**src/rtl/clock_pkg.sv**
```systemverilog
// Shared constants for the clock display path: active-low segment patterns,
// field indices into the per-field blink enable, and the frame snapshot type.
package clock_pkg;

  localparam logic [6:0] SEG_BLANK = 7'h7F;
  localparam logic [6:0] SEG_DASH  = 7'h3F;

  // Active-low {g,f,e,d,c,b,a} patterns; leftmost entry is digit 9.
  localparam logic [9:0][6:0] SEG_DIGITS = {
    7'h10, 7'h00, 7'h78, 7'h02, 7'h12, 7'h19, 7'h30, 7'h24, 7'h79, 7'h40
  };

  localparam int FLD_SEC  = 0;
  localparam int FLD_MIN  = 1;
  localparam int FLD_HOUR = 2;

  typedef struct packed {
    logic [7:0] hour;
    logic [7:0] minute;
    logic [7:0] second;
    logic [2:0] blink_en;
    logic       dp_en;
  } snap_t;

endpackage

```
**src/rtl/bcd_to_seg.sv**
```systemverilog
// Combinational BCD nibble to active-low 7-segment pattern; A-F show a dash.
module bcd_to_seg
  import clock_pkg::*;
(
  input  logic [3:0] bcd_i,
  output logic [6:0] seg_o
);

  always_comb begin
    if (bcd_i <= 4'd9) seg_o = SEG_DIGITS[bcd_i];
    else               seg_o = SEG_DASH;
  end

endmodule

```
**src/rtl/time_display_scan.sv**
```systemverilog
// Six-digit multiplexed HH.MM.SS display scanner with per-frame input snapshot,
// anti-ghosting slot blanking, per-field blinking and hour leading-zero blanking.
module time_display_scan
  import clock_pkg::*;
#(
  parameter int REFRESH_DIV = 50000,
  parameter int BLANK_CYC   = 2,
  parameter int BLINK_DIV   = 64,
  parameter int HOUR_LZB    = 1
) (
  input  logic       clk,
  input  logic       reset,
  input  logic [7:0] hour,
  input  logic [7:0] minute,
  input  logic [7:0] second,
  input  logic [2:0] blink_en,
  input  logic       dp_en,
  output logic [6:0] seg,
  output logic [5:0] an,
  output logic       dp,
  output logic       frame_tick
);

  localparam int PW = $clog2(REFRESH_DIV);
  localparam int CW = (BLINK_DIV > 1) ? $clog2(BLINK_DIV) : 1;
  localparam logic [PW-1:0] PRESC_MAX = PW'(REFRESH_DIV - 1);
  localparam logic [PW-1:0] BLANK_END = PW'(BLANK_CYC);
  localparam logic [CW-1:0] CNT_MAX   = CW'(BLINK_DIV - 1);
  localparam logic [2:0]    LAST_IDX  = 3'd5;

  logic [PW-1:0] presc_q, presc_d;
  logic [2:0]    idx_q, idx_d;
  logic [CW-1:0] cnt_q, cnt_d;
  logic          phase_q, phase_d;
  snap_t         snap_q, snap_d;
  logic [6:0]    seg_q, seg_d;
  logic [5:0]    an_q, an_d;
  logic          dp_q, dp_d;
  logic          frame_tick_q;

  logic          frame_start;
  logic [3:0]    nib;
  logic [6:0]    dec_seg;
  logic          fld_blink, dp_slot, lzb_slot, blank;

  bcd_to_seg u_bcd_to_seg (
    .bcd_i (nib),
    .seg_o (dec_seg)
  );

  assign frame_start = (presc_q == '0) && (idx_q == '0);

  // NOTE: every always_comb output gets a default first so no path infers a latch.
  always_comb begin
    presc_d = presc_q + 1'b1;
    idx_d   = idx_q;
    if (presc_q == PRESC_MAX) begin
      presc_d = '0;
      idx_d   = (idx_q == LAST_IDX) ? 3'd0 : idx_q + 3'd1;
    end

    // Decode from the _d values so the first slot of a frame already sees
    // the fresh snapshot and blink phase.
    snap_d  = frame_start ? {hour, minute, second, blink_en, dp_en} : snap_q;
    cnt_d   = cnt_q;
    phase_d = phase_q;
    if (frame_start) begin
      if (cnt_q == CNT_MAX) begin
        cnt_d   = '0;
        phase_d = ~phase_q;
      end else begin
        cnt_d = cnt_q + 1'b1;
      end
    end

    nib       = 4'h0;
    fld_blink = 1'b0;
    dp_slot   = 1'b0;
    lzb_slot  = 1'b0;
    case (idx_q)
      3'd0: begin nib = snap_d.second[3:0]; fld_blink = snap_d.blink_en[FLD_SEC];  end
      3'd1: begin nib = snap_d.second[7:4]; fld_blink = snap_d.blink_en[FLD_SEC];  end
      3'd2: begin nib = snap_d.minute[3:0]; fld_blink = snap_d.blink_en[FLD_MIN];  dp_slot = 1'b1; end
      3'd3: begin nib = snap_d.minute[7:4]; fld_blink = snap_d.blink_en[FLD_MIN];  end
      3'd4: begin nib = snap_d.hour[3:0];   fld_blink = snap_d.blink_en[FLD_HOUR]; dp_slot = 1'b1; end
      3'd5: begin nib = snap_d.hour[7:4];   fld_blink = snap_d.blink_en[FLD_HOUR]; lzb_slot = 1'b1; end
      default: ;
    endcase

    blank = (phase_d && fld_blink) || (lzb_slot && (HOUR_LZB != 0) && (nib == 4'h0));
    seg_d = blank ? SEG_BLANK : dec_seg;
    dp_d  = ~(dp_slot && snap_d.dp_en && !blank);
    an_d  = (presc_q < BLANK_END) ? 6'h3F : ~(6'b1 << idx_q);
  end

  // NOTE: sequential state uses non-blocking assignments so every register
  // samples the pre-edge values regardless of statement order.
  always_ff @(posedge clk or negedge reset) begin
    if (!reset) begin
      presc_q      <= '0;
      idx_q        <= '0;
      cnt_q        <= '0;
      phase_q      <= 1'b0;
      snap_q       <= '0;
      seg_q        <= SEG_BLANK;
      an_q         <= 6'h3F;
      dp_q         <= 1'b1;
      frame_tick_q <= 1'b0;
    end else begin
      presc_q      <= presc_d;
      idx_q        <= idx_d;
      cnt_q        <= cnt_d;
      phase_q      <= phase_d;
      snap_q       <= snap_d;
      an_q         <= an_d;
      frame_tick_q <= frame_start;
      if (presc_q == '0) begin
        seg_q <= seg_d;
        dp_q  <= dp_d;
      end
    end
  end

  assign seg        = seg_q;
  assign an         = an_q;
  assign dp         = dp_q;
  assign frame_tick = frame_tick_q;

endmodule

```
**config.mk**
```make
export PLATFORM = sky130hd
export DESIGN_NAME = time_display_scan
export DESIGN_NICKNAME = d
export VERILOG_FILES = /design/src/rtl/clock_pkg.sv /design/src/rtl/bcd_to_seg.sv /design/src/rtl/time_display_scan.sv
export SDC_FILE = /design/constraint.sdc
export NUM_CORES = 1
export LEC_CHECK = 0
export CAP_MARGIN = 20
export CORE_MARGIN = 10
export CORE_UTILIZATION = 41
export CTS_BUF_LIST = sky130_fd_sc_hd__clkbuf_8 sky130_fd_sc_hd__clkbuf_16
export DETAILED_ROUTE_END_ITERATION = 16
export PLACE_DENSITY = 0.66
export SYNTH_ARGS = -nofsm -noshare
export SYNTH_HDL_FRONTEND = slang
export SYNTH_HIERARCHICAL = 1
export SYNTH_SLANG_ARGS = --single-unit
```
**constraint.sdc**
```tcl
create_clock -name clk -period 3.2 [get_ports clk]
set_input_delay 0.64 -clock clk [delete_from_list [all_inputs] [get_ports clk]]
set_output_delay 0.64 -clock clk [all_outputs]
set_load 0.01 [all_outputs]
```
# Yosys cells after proc, flatten, opt, wreduce, memory -nomap -nowiden
# Memories as Yosys holds them, arrays and structs flattened.
# Index checks and enable logic that the tools add are counted.
[totals]
reg_bits = 69
latchBits = 0
mem_bits_rw = 0
romBits = 112
in_bits = 30
output_inout_bits = 15
memories = 1
[classes]
addsub = 3
n_mul = 0
div_mod_pow = 0
magnitude_cmp = 3
eq_ne = 7
n_shift = 1
mux = 14
bitwise = 3
n_reduce_logical = 14
[memory_table]
columns = ["memory", "words", "word_bits", "read_ports", "rd_clocked_by_memory_dff", "write_ports", "line", "text"]
rows = [
  ["(no name shown)", 16, 7, 1, 0, 0, "bcd_to_seg.sv:10", "if (bcd_i <= 4'd9) seg_o = SEG_DIGITS[bcd_i];"],
]
[op_table]
columns = ["op", "count"]
rows = [
  ["28-bit two-way mux", 1],
  ["4-bit case mux with 6 select lines", 1],
  ["7-bit two-way mux", 3],
  ["16-bit by 1-bit adder with 16-bit output (second input constant)", 1],
  ["16-bit equality test (second input constant)", 1],
  ["16-bit logical NOT", 1],
  ["16-bit by 2-bit < comparator with 1-bit output (second input constant)", 1],
  ["16-bit two-way mux", 1],
  ["6-bit two-way mux", 2],
  ["2-bit OR reduction", 4],
  ["6-bit by 1-bit adder with 6-bit output (second input constant)", 1],
  ["3-bit by 2-bit equality test with 1-bit output (second input constant)", 2],
  ["3-bit equality test (second input constant)", 2],
  ["6-bit equality test (second input constant)", 1],
  ["6-bit inverter", 1],
  ["1-bit by 3-bit << shifter with 6-bit output (first input constant)", 1],
  ["1-bit logical AND", 5],
  ["4-bit by 5-bit < comparator with 1-bit output (second input constant)", 1],
  ["4-bit <= comparator (second input constant)", 1],
  ["4-bit logical NOT", 1],
  ["1-bit two-way mux", 4],
  ["3-bit by 1-bit adder with 3-bit output (second input constant)", 1],
  ["3-bit by 1-bit equality test with 1-bit output (second input constant)", 1],
  ["3-bit logical NOT", 1],
  ["other kinds (5)", 6],
]

# Longest topological paths before layout
[depth]
ltp_word = 10
ltp_mapped = 13

# Cells and area by module
# The synthesis kept the hierarchy.
[modules_own_cells]
columns = ["module", "instances", "cells_per_inst", "area_per_inst_um2"]
rows = [
  ["time_display_scan", 1, 283, 3238.1],
  ["bcd_to_seg", 1, 25, 215.2],
]

# Least setup slack after synthesis
# OpenSTA, ideal clock, no wires.
[synth_timing]
path_type = "reg-to-reg"
startpoint = "register idx_q[1]"
endpoint = "register seg_q[3] (netlist: seg[3])"
setup_ns = 0.080
t_arrival_ns = 2.997
required_time_ns = 3.120
slack_ns = 0.124
stages_incl_launch_ff = 12
n_path_buf = 2
path_cell_list = "dfrtp_1 clkbuf_1 and2_1 ha_1 clkdlybuf4s50_2 a211o_2 a21boi_0 inv_1 ha_1 inv_1 a221o_1 o22a_1"
[synth_between]
elab_chain_len = 8
elab_cells_between_ends = 24
cone_classes = "1 x order compare; 5 x eq/ne; 8 x mux; 9 x reduce/logical; 1 x memory"
[synth_rtl]
columns = ["element", "line", "text"]
rows = [
  ["from (decl)", "time_display_scan.sv:32", "logic [2:0] idx_q, idx_d;"],
  ["from (signal assigned)", "time_display_scan.sv:111", "idx_q <= idx_d;"],
  ["3-bit logical NOT", "time_display_scan.sv:51, time_display_scan.sv:80", ""],
  ["1-bit logical AND", "time_display_scan.sv:51", "assign frame_start = (presc_q == '0) && (idx_q == '0);"],
  ["28-bit two-way mux", "time_display_scan.sv:64", "snap_d = frame_start ? {hour, minute, second, blink_en, dp_en} : snap_q;"],
  ["4-bit case mux with 6 select lines (*)", "time_display_scan.sv:80", "case (idx_q)"],
  ["net nib[0]", "time_display_scan.sv:42", "logic [3:0] nib;"],
  ["memory 16 x 7 bit", "-", ""],
  ["7-bit two-way mux (not written as such)", "bcd_to_seg.sv:10", ""],
  ["7-bit two-way mux (*)", "bcd_to_seg.sv:10", ""],
  ["net dec_seg[3]", "time_display_scan.sv:43", "logic [6:0] dec_seg;"],
  ["7-bit two-way mux (*)", "time_display_scan.sv:91", "seg_d = blank ? SEG_BLANK : dec_seg;"],
  ["to (signal assigned)", "time_display_scan.sv:118", "seg_q <= seg_d;"],
  ["to (decl)", "time_display_scan.sv:36", "logic [6:0] seg_q, seg_d;"],
]
# Mark *: on every way through the listed nets, which the timed path passes. The rest lies on a longest branch. The select of a mux whose other input is x is not followed.
# A chain may end at the register's enable or synchronous reset.

==> out/summary.txt <==
part of the power in the clock network - 37.5%
initial core utilization - 42.0%
n_diodes - 0
NumNets Final - 405
fmax - 329 MHz
clock latency on the worst-skew pair - 350 ps
DRT iter0 DRCs - 156
Slew headroom - 51.1%
combinational power share - 8.3%
maxcap violations - 0
largest net degree at the start of global routing - 70
Synth Cell Area - 3450 µm²
crit path launch type - flip-flop
Clock transition at path regs - 70 ps
crit path max fanout - 5
Hold Vio Cnt, Final - 0
ranking of synthesized cells by area - dfrtp_1 (40%), dfstp_2 (11%), mux2_2 (8.5%)
Int Pwr - 1.30 mW
Post-DP HPWL - 5.62 mm
Distinct cells, synth - 59
Finished Cell Area - 4290 µm²
die area - 12,500 µm²
NetSw - 390 µW
post-synthesis sequential area ratio - 50.5%
CTS tree - built
Cells after Synth - 308
switch share - 23.1%
clk_skew - 10.7 ps
Slowest-stage cell, CP - dfrtp_1
maximum vdd drop - 0.000262 V
hold buffers post-CTS - 0
Worst setup EP type - flip-flop
worst slack, placed - 38.1 ps
Final Power - 1.69 mW
leakage - 1.82 nW
Synth Register Bits - 69
Finished Layout Cells - 476
WL/cell - 16.2 µm
Hold Worst Slack - 282 ps
share of the clock period used by the worst path - 95.1%
HP Class - input pin to asynchronous set/reset pin
Async SR Flop Fraction - 100%
CP required - 3480 ps
setup TNS - 0 ps
Final WS setup - 158 ps
initial antenna violation count - 0
DP Area - 4060 µm²
Setup-failing EPs final - 0
row count - 33
Syn Area/Cell - 11.2 µm²
part of the power in registers - 54.2%
via count - 2,532
Final Max Tran Viols - 0
clock sinks - 69
chain of cells forming the critical path - nor4_2 > nand4_1 > nor2_4 > mux2_2 > a21oi_2 > a21boi_2 > o22ai_2 > inv_2 > ha_2 > o21bai_4 > a221o_1 > o22a_1
first-pass GRT wire length - 13.1 mm
CTS Buffer Depth - 2
post-synth top area share - 39.9%
fillcell total - 734
area leader, netlist - dfrtp_1
Setup CP Type - flip-flop to flip-flop
CP bufs+invs - 1
H-tree depth - 3
Synth Net Count - 347
Final GP Congestion - 0.829
DR pass1 iterations - 4
clk root buf - clkbuf_8
placed instance count - 459
status - finished clean
Area Overhead vs Synth - 24.3%
largest stage delay on the critical path - 410 ps
post-layout util - 52.3%
grt total ovfl - 0
core area - 8220 µm²
Worst-Margin Slew - 731 ps
Worst path top cell family by delay - compound AO/OA/AOI/OAI gates
GRT Total Usage - 12.6%
vias in the first global route - 2,630
drc violations - 0
I/O pin cnt - 45
share of cells above drive strength 1 - 25.3%
Top FF cell, synth - dfrtp_1
Final min period - 3040 ps
Num CTS Buffers - 9
Die Y-Extent - 112 µm
DR vias/cell - 5.32
Final ANT Viol Nets - 0
IO buf count - 44
Die Width - 112 µm
PD cells - 394 nW/µm²
routed wire length - 7.71 mm
number of flops mapped to enable cells by yosys - 0
CP arrival - 3320 ps
Yosys warning count - 6
worst paths after layout:
check | slack [ps] | cells after the start | endpoint | startpoint
setup / recovery | 160 | 12 | seg[3] | presc_q[2]
hold / removal | 280 | 2 | cnt_q[4] | reset
setup reg to reg | 160 | 12 | seg[3] | presc_q[2]
hold reg to reg | 470 | 1 | phase_q | phase_q
max in group asynchronous | 2540 | 2 | an[0] | reset
min in group clk | 470 | 1 | phase_q | phase_q
Yosys cell counts, drive strengths merged, types with 2 or more instances:
cell type / count
o21ai: 16
nand2: 33
nand2b: 2
inv: 8
clkbuf: 2
dfrtp: 55
o211a: 2
o22ai: 3
mux2i: 3
xnor2: 6
a22oi: 3
nand3: 13
nor3: 5
a22o: 2
nor4: 2
a21oi: 7
nand4: 3
buf: 10
dfstp: 14
xor2: 12
a21boi: 3
nor2b: 5
and3: 7
ha: 9
and2: 3
a31oi: 3
and4: 3
o31ai: 2
o22a: 9
a221o: 2
mux2: 26
nor2: 18
cell type report:
cell class / instances / area (µm²) / share of cell area [%]
Inverter: 9 / 33.8 / 0.787
Clock inverter: 5 / 26.3 / 0.612
Timing Repair Buffer: 60 / 572 / 13.3
Tap cell: 105 / 131 / 3.06
Sequential cell: 69 / 1740 / 40.6
Multi-Input combinational cell: 217 / 1640 / 38.1
Clock buffer: 11 / 151 / 3.53
repair_timing:
item | CTS | global route
endpoints found under the setup margin | 0 | 6
endpoints found under the hold margin | 0 | 0
resized for setup | 0 | 14
setup buffers | 0 | 1
cell usage in the layout, fill, tap and decap left out, types with 5 or more instances in the layout:
master,n
clkdlybuf4s50_1,43
nor2b_1,5
mux2_2,26
nand3_1,13
nor2_1,17
dfstp_2,14
ha_1,7
clkbuf_8,11
dfrtp_1,55
buf_4,14
o22a_1,9
xor2_1,12
xnor2_1,6
nand2_1,32
inv_1,7
and3_1,6
a21oi_1,6
o21ai_0,15
state kept, by name (all words and copies together), names as in the netlist:
name,cells
frame_tick,1
dp,1
cnt_q,6
phase_q,1
idx_q,3
an,6
snap_q,28
presc_q,16
seg,7
layer usage:
| metal | global-route usage, % | up-vias | part of all wire, % |
|---|---|---|---|
| li1 | - | 1214 | - |
| met1 | 16.1 | 1242 | 45 |
| met2 | 19.2 | 65 | 47 |
| met3 | 4.13 | 11 | 5.7 |
| met4 | 4.46 | 0 | 1.7 |
| met5 | 0 | - | 0 |
power groups by stage:
stage	registers [mW]	logic (mW)	clock network [mW]
detailed placement	0.933	0.140	0
CTS	0.917	0.140	0.660
global placement	0.932	0.137	0
floorplan	0.933	0.0548	0
finish	0.916	0.140	0.635
global route	0.920	0.153	0.701
cells by family after synthesis:
| group | count (synthesis) | share of synthesized area (%) |
|---|---|---|
| AND/OR/NAND/NOR | 100 | 15.6 |
| flip-flops | 69 | 50.5 |
| AO/OA/AOI/OAI | 61 | 13.2 |
| multiplexers | 29 | 9.35 |
| buffers and inverters | 22 | 3.55 |
| XOR/XNOR | 18 | 4.57 |
| adder cells (fa/ha/maj) | 9 | 3.26 |
Note: power is estimated with default switching activity, not from simulation.
